### config.mk
export PLATFORM = sky130hd
export DESIGN_NAME = hamming_dec_flat
export DESIGN_NICKNAME = d
export VERILOG_FILES = /design/src/rtl/hamming_dec_if.sv /design/src/rtl/hamming_dec.sv /design/src/flat_wrapper.sv
export SDC_FILE = /design/constraint.sdc
export NUM_CORES = 1
export LEC_CHECK = 0
export ABC_AREA = 1
export ABC_CLOCK_PERIOD_IN_PS = 2200
export CAP_MARGIN = 20
export CORE_ASPECT_RATIO = 1.2
export CORE_MARGIN = 2
export CORE_UTILIZATION = 34
export CTS_CLUSTER_DIAMETER = 120
export DETAILED_ROUTE_END_ITERATION = 8
export DONT_BUFFER_PORTS = 1
export PLACE_DENSITY = 0.58
export SLEW_MARGIN = 20
export SYNTH_ARGS = -nofsm -noshare
export SYNTH_HDL_FRONTEND = slang
export SYNTH_SLANG_ARGS = --single-unit
### constraint.sdc
create_clock -name clk -period 2.2 [get_ports clk]
set_clock_uncertainty 0.2 [all_clocks]
set_input_delay 0.22 -clock clk [delete_from_list [all_inputs] [get_ports clk]]
set_output_delay 0.22 -clock clk [all_outputs]
set_load 0.03 [all_outputs]
### src/rtl/hamming_dec_if.sv
// Byte-stream bundle between the SECDED decoder and its producer/consumer.
// The decoder is the slave: it takes codeword bytes in and drives result bytes out.
interface hamming_dec_if;
    logic       in_valid;
    logic [7:0] in_data;
    logic       in_ready;
    logic       out_valid;
    logic [7:0] out_data;
    logic       out_ready;
    logic [1:0] dec_flags;

    modport master (
        output in_valid, in_data, out_ready,
        input  in_ready, out_valid, out_data, dec_flags
    );

    modport slave (
        input  in_valid, in_data, out_ready,
        output in_ready, out_valid, out_data, dec_flags
    );
endinterface

### src/rtl/hamming_dec.sv
// Sequential SECDED decoder: gathers a 16-bit codeword as two bytes, corrects single
// errors, flags double errors and returns the 11-bit message plus status as two bytes.
module hamming_dec (
    input  logic          clk,
    input  logic          reset_n,
    hamming_dec_if.slave  bus,
    input  logic          clr_cnt,
    output logic [7:0]    corr_cnt,
    output logic [7:0]    dbl_cnt
);

    typedef enum logic [2:0] {
        GET_LSW,
        GET_MSW,
        DECODE,
        SEND_LSW,
        SEND_MSW
    } state_t;

    state_t      r_state;
    logic        r_in_ready;
    logic        r_out_valid;
    logic [7:0]  r_out_data;
    logic [7:0]  r_res_msw;
    logic [1:0]  r_flags;
    logic [7:0]  r_lsw;
    logic [7:0]  r_msw;
    logic [7:0]  r_corr_cnt;
    logic [7:0]  r_dbl_cnt;

    logic [12:0] w_dec;
    logic [1:0]  w_flags;
    logic [10:0] w_msg;
    logic        w_accept;
    logic        w_emit;

    // Returns {flags[1:0], msg[10:0]}; p0 flips are "corrected" by the same rule (c[0]).
    function automatic logic [12:0] decode_word(input logic [15:0] cw);
        logic [3:0]  syn;
        logic        par;
        logic [15:0] c;
        logic [1:0]  flags;
        logic [10:0] msg;
        syn = '0;
        for (int i = 1; i < 16; i++) begin
            for (int k = 0; k < 4; k++) begin
                if (i[k]) syn[k] = syn[k] ^ cw[i];
            end
        end
        par = ^cw;
        c   = cw;
        if (par) c[syn] = ~c[syn];
        if (par)
            flags = 2'b01;
        else if (syn != 4'd0)
            flags = 2'b10;
        else
            flags = 2'b00;
        msg = {c[15:13], c[12:9], c[7:5], c[3]};
        return {flags, msg};
    endfunction

    function automatic logic [7:0] sat_inc(input logic [7:0] v);
        return (v == 8'hFF) ? v : v + 8'd1;
    endfunction

    always_comb begin
        w_dec    = decode_word({r_msw, r_lsw});
        w_flags  = w_dec[12:11];
        w_msg    = w_dec[10:0];
        w_accept = bus.in_valid & r_in_ready;
        w_emit   = r_out_valid & bus.out_ready;
    end

    always_ff @(posedge clk) begin
        if (!reset_n) begin
            r_state     <= GET_LSW;
            r_in_ready  <= 1'b0;
            r_out_valid <= 1'b0;
            r_out_data  <= 8'h00;
            r_res_msw   <= 8'h00;
            r_flags     <= 2'b00;
        end else begin
            case (r_state)
                GET_LSW: begin
                    // in_ready comes up one cycle after reset release, then stays up
                    r_in_ready <= 1'b1;
                    if (w_accept) begin
                        r_lsw   <= bus.in_data;
                        r_state <= GET_MSW;
                    end
                end
                GET_MSW: begin
                    if (w_accept) begin
                        r_msw      <= bus.in_data;
                        r_in_ready <= 1'b0;
                        r_state    <= DECODE;
                    end
                end
                DECODE: begin
                    r_out_data  <= w_msg[7:0];
                    r_res_msw   <= {w_flags, 3'b000, w_msg[10:8]};
                    r_flags     <= w_flags;
                    r_out_valid <= 1'b1;
                    r_state     <= SEND_LSW;
                end
                SEND_LSW: begin
                    if (w_emit) begin
                        r_out_data <= r_res_msw;
                        r_state    <= SEND_MSW;
                    end
                end
                SEND_MSW: begin
                    if (w_emit) begin
                        r_out_valid <= 1'b0;
                        r_in_ready  <= 1'b1;
                        r_state     <= GET_LSW;
                    end
                end
                default: begin
                    r_in_ready  <= 1'b0;
                    r_out_valid <= 1'b0;
                    r_state     <= GET_LSW;
                end
            endcase
        end
    end

    // Clear has priority over the DECODE-cycle increment and works in every state.
    always_ff @(posedge clk) begin
        if (!reset_n || clr_cnt) begin
            r_corr_cnt <= 8'h00;
            r_dbl_cnt  <= 8'h00;
        end else if (r_state == DECODE) begin
            if (w_flags == 2'b01) r_corr_cnt <= sat_inc(r_corr_cnt);
            if (w_flags == 2'b10) r_dbl_cnt  <= sat_inc(r_dbl_cnt);
        end
    end

    assign bus.in_ready  = r_in_ready;
    assign bus.out_valid = r_out_valid;
    assign bus.out_data  = r_out_data;
    assign bus.dec_flags = r_flags;
    assign corr_cnt      = r_corr_cnt;
    assign dbl_cnt       = r_dbl_cnt;

endmodule

### src/flat_wrapper.sv
// flat-port wrapper written by rule: the top's interface ports become plain ports
module hamming_dec_flat 
  (clk, reset_n, clr_cnt, corr_cnt, dbl_cnt, bus_in_valid, bus_in_data, bus_out_ready, bus_in_ready, bus_out_valid, bus_out_data, bus_dec_flags);
  hamming_dec_if bus_i ();
  input  logic clk;
  input  logic reset_n;
  input  logic clr_cnt;
  output logic [7:0] corr_cnt;
  output logic [7:0] dbl_cnt;
  input wire logic [$bits(bus_i.in_valid)-1:0] bus_in_valid;
  input wire logic [$bits(bus_i.in_data)-1:0] bus_in_data;
  input wire logic [$bits(bus_i.out_ready)-1:0] bus_out_ready;
  output wire logic [$bits(bus_i.in_ready)-1:0] bus_in_ready;
  output wire logic [$bits(bus_i.out_valid)-1:0] bus_out_valid;
  output wire logic [$bits(bus_i.out_data)-1:0] bus_out_data;
  output wire logic [$bits(bus_i.dec_flags)-1:0] bus_dec_flags;
  assign bus_i.in_valid = bus_in_valid;
  assign bus_i.in_data = bus_in_data;
  assign bus_i.out_ready = bus_out_ready;
  assign bus_in_ready = bus_i.in_ready;
  assign bus_out_valid = bus_i.out_valid;
  assign bus_out_data = bus_i.out_data;
  assign bus_dec_flags = bus_i.dec_flags;
  hamming_dec u_core (.clk(clk), .reset_n(reset_n), .bus(bus_i), .clr_cnt(clr_cnt), .corr_cnt(corr_cnt), .dbl_cnt(dbl_cnt));
endmodule
==> run metrics, run 1 <==
Worst path max stage delay=approximately 540 ps; Vias/cell=4.88; row cnt=37; status=finished, violations left; Final nets=521; adder-cell share of the synthesized area=0.835%; Tmin final=between 2000 and 2500 ps; wire length on met3=414 um; sequential area share after synthesis=about two fifths; post-synthesis register bit count=50; Lkg Pwr=1.91 nW; number of global-route vias before repair=slightly above 3,000; Starting Density=35.0%; initial antenna violation count=0; WP data arrival=approximately 2500 ps; cells after synthesis=412; per-cell routed wire length=13.5 um; Die Wd=89.7 um; Crit Path Class=reg2reg; Setup WS post-layout=-257 ps; Max IR drop VDD=0.000373 V; die area=~9600 sq um; Critical Path RT=2200 ps; CTS Buf Count=5; post-route ant nets=0; Crit-path slowest cell=edfxtp_1; H-tree depth=2; min-delay src=bus_out_ready; PD cells=797 nW/um^2; endpoints failing setup=27; most used cell, CP=buf_4; hold crit path type=in2reg; Slew HR=34.7%; post-DP HPWL=6020 um; Slew @ Worst Pin=between 900 and 1000 ps; GP Congestion=roughly 0.88; post-synth cell types=35; Hold WS=19.2 ps; DR top layer=met4; grt ovf=0; Total GRT Usage=17.3%; CP Launch Type=flop; wire length on met2=4570 um; final period utilization=112%; Core ar.=~8600 sq um; final hold viol count=0; Yosys top cell by area=dfxtp_1; # fillers=about 800; share of layout cells above drive strength 1=40.2%; Top Ports=41; Cells after DPL=590; Crit. End Element=flop; crit path cell chain=xnor2_2 -> buf_4 -> xnor2_4 -> xor2_2 -> buf_6 -> buf_4 -> buf_4 -> nand3_2 -> nand3_1 -> nand2_1 -> nand2_1 -> a21oi_2; Synth Area in Simple Gates=around a third; CTS clock-pin slew for the worst setup and hold paths=90 ps; met1 wire length=3190 um; Max Cap Viol=0; total wire length=between 8000 and 9000 um; reg-to-reg startpoint=u_core.r_msw[3]; worst r2r path cells=12; mux cell area share after synthesis=0%; CP Max Fanout=5; DRC=0; reg2reg end=u_core.bus.out_data[0]; largest net degree at the start of global routing=20; failing checks=negative setup slack; Synth Area in Compound Gates=11.4%; largest family of logic cells by synthesized area=simple AND/OR/NAND/NOR gates; Area Overhead vs Synth=48.1%; hold path depth=3; ys flop type=dfxtp_1; Skew-Pair Late Insertion Delay=~310 ps; via count=between 3,000 and 4,000; I/O Buffers=0; internal reg-to-reg setup slack=-260 ps; mapped cell area=around 3000 sq um; first-pass GRT wire length=13,600 um; Die H=107 um; pre-CTS WS=-257 ps; synth top area cells=dfxtp_1 (23%), edfxtp_1 (16%), nand2_1 (13%); CTS tree=yes; fin util=51.8%; ANT cells=0; Peak Freq=0.407 GHz; Hold EP=u_core.r_state[2]; clk sinks=50; syn_nets=427; count of pins over their slew limit=0; Commonest cells post-synth=nand2_1 (103), nand3_1 (50), inv_1 (47); count leader, synth=nand2_1; EDFF count, synth=16; YS warnings=0; clk root buf=clkbuf_8; DR pass1 iterations=5; Post-Layout Cell Count=approximately 620; async set-reset flop share out of synthesis=0%; RSZ-0062 raised after global routing=yes; CTS max path bufs=2; initial drt markers=about 160; Yosys top cell area share=a little under a quarter; Avg Inst Size Synth=7.27 sq um; xor-xnor portion of the synthesized cell area=~8.8%
-- registers in the layout (all words and copies together), names as in the netlist --
| signal | cells |
|---|---|
| u_core.bus.dec_flags | 1 |
| u_core.r_msw | 8 |
| u_core.bus.in_ready | 1 |
| u_core.dbl_cnt | 8 |
| u_core.r_state | 3 |
| u_core.bus.out_valid | 1 |
| u_core.r_lsw | 8 |
| u_core.bus.out_data | 8 |
| u_core.corr_cnt | 8 |
| u_core.r_res_msw | 4 |
-- logic make-up after synthesis --
family / after synthesis
AO/OA/AOI/OAI: 65
AND/OR/NAND/NOR: 213
buffers and inverters: 64
XOR/XNOR: 18
adder cells (fa/ha/maj): 2
flip-flops: 50
-- placed cells by master (no fill, tap or decap), drive strengths merged --
cell type,count
o31ai,1
o21ai,17
xnor2,14
buf,85
nand4,3
xor2,4
a22oi,1
a311oi,1
dlygate4sd3,9
ha,2
nand2,109
edfxtp,16
a211oi,1
inv,54
nor2,40
dfxtp,34
nand3,53
bufinv,1
nor3,8
o21a,2
a21oi,42
clkbuf,7
nand3b,2
clkinv,1
-- power by group --
part           total [W]  leakage [nW]  internal [W]  switching (W)
Sequential       0.00125         0.420       0.00106       0.000186
Clock           0.000662        0.0559      0.000353       0.000309
Combinational    0.00162          1.44      0.000694       0.000931
Total            0.00354          1.91       0.00211        0.00143
-- layer usage --
| layer | vias to the layer above | GRT usage, % |
|---|---|---|
| met1 | 1434 | 17.8 |
| met3 | 20 | 3.65 |
| met2 | 67 | 33.7 |
| met5 | - | 0 |
| li1 | 1526 | - |
| met4 | 0 | 7.47 |
-- critical path: cells and delay by family, from the launching register on --
family	cells	cell delay (ps)
flops	1	540
xor+xnor	3	640
buf+inv	4	510
compound gates	1	60
simple gates	4	390
-- cell type report --
| type | count | area (sq um) | area share, % |
|---|---|---|---|
| multi-input combinational | 300 | 2040 | 45.9 |
| sequential | 50 | 1160 | 26.2 |
| timing repair buffer | 94 | 773 | 17.4 |
| inverter | 55 | 211 | 4.76 |
| tap | 117 | 146 | 3.30 |
| clock buffer | 7 | 80.1 | 1.80 |
| clock inverter | 1 | 30.0 | 0.677 |
-- how the worst max path moves through the flow --
stage,slack (ps),to,from,cells after the start
final,-260,u_core.bus.out_data[0],u_core.r_msw[3],12
after floorplan,-3,u_core.corr_cnt[7],u_core.r_msw[7],13
after CTS,-180,u_core.bus.out_data[3],u_core.r_msw[5],16
after global routing,-390,u_core.bus.out_data[5],u_core.r_msw[3],16
after global placement,-200,u_core.bus.out_data[4],u_core.r_msw[5],16
after detailed placement,-260,u_core.bus.out_data[4],u_core.r_msw[5],16
-- per-stage QoR --
step,area [sq um],total power (W),TNS (ps)
finish,4440,0.00354,-5300
global placement,3630,0.00245,-3420
CTS,4150,0.00337,-3110
global route,4440,0.00375,-8920
floorplan,3000,0.00205,-2.61
detailed placement,3630,0.00247,-4390
-- timing repair --
action | in CTS | in global routing
pin swaps | 25 | 37
buffers inserted | 12 | 4
hold endpoints to repair | 18 | 0
gates cloned | 2 | 0
hold buffers | 9 | 0
setup endpoints to repair | 27 | 28
gates resized for setup | 57 | 65
Note: power is estimated with default switching activity, not from simulation.
==> run 2, diff against run 1 <==
--- a/config.mk
+++ b/config.mk
@@ -14,6 +14,8 @@
 export CTS_CLUSTER_DIAMETER = 120
 export DETAILED_ROUTE_END_ITERATION = 8
 export DONT_BUFFER_PORTS = 1
+export HOLD_SLACK_MARGIN = 0.03
+export MAX_ROUTING_LAYER = met4
 export PLACE_DENSITY = 0.58
 export SLEW_MARGIN = 20
 export SYNTH_ARGS = -nofsm -noshare
==> run 2 against run 1 <==
  * The run still ends with negative setup slack left
  * Largest cell class unchanged
  * Via count rose by 2.2%
  * First-iteration DRC count up 5.7%
  * Clock-buffer cell count stayed put
  * Highest routed layer unchanged
  * Combinational power rose by 11%
  * Utilization up 0.79 points
  * Die area stayed put
  * Non-clock buffer count is 2 higher
==> run metrics, run 2 (synthesis results as in run 1) <==
Core ar.=8560 sq um (unchanged); Slew @ Worst Pin=1010 ps (+33.1 ps); clk sinks=50 (unchanged); CTS max path bufs=2 (unchanged); DR pass1 iterations=4 (-1); share of layout cells above drive strength 1=42.2% (+2.0 points); GP Congestion=0.900 (+2.0%); clk root buf=clkbuf_8; Die Wd=89.7 um (unchanged); first-pass GRT wire length=14,100 um (+3.5%); Vias/cell=4.97 (+1.8%); Crit. End Element=flop; endpoints failing setup=27 (unchanged); I/O Buffers=0 (unchanged); CTS clock-pin slew for the worst setup and hold paths=90 ps (about the same); Setup WS post-layout=-265 ps (-8.22 ps); Starting Density=35.0% (unchanged); number of global-route vias before repair=3,110 (+2.6%); Slew HR=32.5% (-2.2 points); initial antenna violation count=0 (unchanged); failing checks=negative setup slack; CP Max Fanout=7 (+2); WP data arrival=2510 ps (+50 ps); Total GRT Usage=18.3% (+1.0 points); CP Launch Type=flop; most used cell, CP=nand2_1; H-tree depth=2 (unchanged); count of pins over their slew limit=0 (unchanged); die area=9580 sq um (unchanged); total wire length=8800 um (+4.5%); ANT cells=0 (unchanged); via count=3,113 (+2.2%); RSZ-0062 raised after global routing=yes; Area Overhead vs Synth=50.4%; Cells after DPL=590 (unchanged); largest net degree at the start of global routing=20 (unchanged); Max IR drop VDD=0.000399 V (+7.0%); grt ovf=0 (unchanged); CTS tree=yes; final hold viol count=0 (unchanged); Peak Freq=0.406 GHz (-0.33%); Hold WS=59.8 ps (+40.6 ps); DRC=0 (unchanged); worst r2r path cells=16 (+4); Tmin final=2470 ps (+8.22 ps); most frequent cells in the layout=nand2_1 (78), buf_4 (73), inv_1 (42); PD cells=819 nW/um^2 (+2.7%); most common cell after layout, fill and taps aside=nand2_1; Final nets=523 (+0.38%); Critical Path RT=2240 ps (+40 ps); hold path depth=3 (unchanged); initial drt markers=167 (+5.7%); Skew-Pair Late Insertion Delay=300 ps (about the same); Max Cap Viol=0 (unchanged); Post-Layout Cell Count=626 (+0.32%); row cnt=37 (unchanged); per-cell routed wire length=14.1 um (+4.2%); post-route ant nets=0 (unchanged); Lkg Pwr=1.95 nW (+1.8%); Crit-path slowest cell=edfxtp_1; Worst path max stage delay=510 ps (-30 ps); pre-CTS WS=-268 ps (-11.1 ps); Crit Path Class=reg2reg; Top Ports=41 (unchanged); Die H=107 um (unchanged); Setup TNS=-4820 ps (+477 ps); final period utilization=112% (+0.37 points); crit path cell chain=buf_4 -> xor2_1 -> nand2_1 -> nand2_1 -> nand2_2 -> nand2_1 -> nand2_1 -> nand2_4 -> a21oi_2 -> nand2_2 -> nand2_2 -> nand2_4 -> buf_6 -> nand3_1 -> nand3_1 -> a21oi_2; internal reg-to-reg setup slack=-270 ps (about the same); hold crit path type=in2reg; status=finished, violations left; post-DP HPWL=6090 um (+1.2%); CTS Buf Count=5 (unchanged)
[run 2: critical path: cells and delay by family, from the launching register on]
family,cells,cell delay (ps)
AND/OR/NAND/NOR,11,930
XOR/XNOR,1,150
buffers and inverters,2,300
AO/OA/AOI/OAI,2,310
flip-flops,1,510
[run 2: final timing paths]
check / from / to
worst max-delay path: u_core.r_msw[3] / u_core.bus.out_data[3]
worst min-delay path: reset_n / u_core.bus.out_data[2]
worst max register to register: u_core.r_msw[3] / u_core.bus.out_data[3]
worst min register to register: u_core.r_res_msw[1] / u_core.r_res_msw[1]
[run 2: metal layers]
layer  track usage (%)  vias up  part of all wire [%]
met5                 -        -                     0
met2              35.4       69                    56
met4              5.71        0                   2.1
li1                  -     1537                     -
met1              18.8     1494                    38
met3              3.37       13                   4.0
[run 2: area by class of cell]
| cell class | instances | area (sq um) |
|---|---|---|
| timing repair buffer | 96 | 795 |
| tap | 117 | 146 |
| fill | 755 | 4060 |
| sequential | 50 | 1160 |
| clock inverter | 1 | 30.0 |
| inverter | 55 | 216 |
| multi-input combinational | 300 | 2080 |
| clock buffer | 7 | 76.3 |
[run 2: per-stage QoR]
step	utilization, %	area, sq um	total power (W)
after floorplan	-	3000	0.00205
after global placement	42.4	3630	0.00245
after detailed placement	42.4	3630	0.00247
after CTS	49.3	4230	0.00345
after global routing	52.6	4510	0.00391
final	52.6	4510	0.00369
[run 2: power breakdown]
group	internal (W)	leakage, nW	total (W)	switching [W]
clock	0.000341	0.0524	0.000641	0.000301
combinational	0.000759	1.48	0.00180	0.00104
sequential	0.00106	0.420	0.00125	0.000185
[run 2: what timing repair did]
item                                   CTS  global route
hold buffers                            10             0
gates resized for setup                 76            69
setup buffers                           12             8
pin swaps                               19            29
setup endpoints to repair               27            28
endpoints found under the hold margin   19             0
cloned                                   2             0
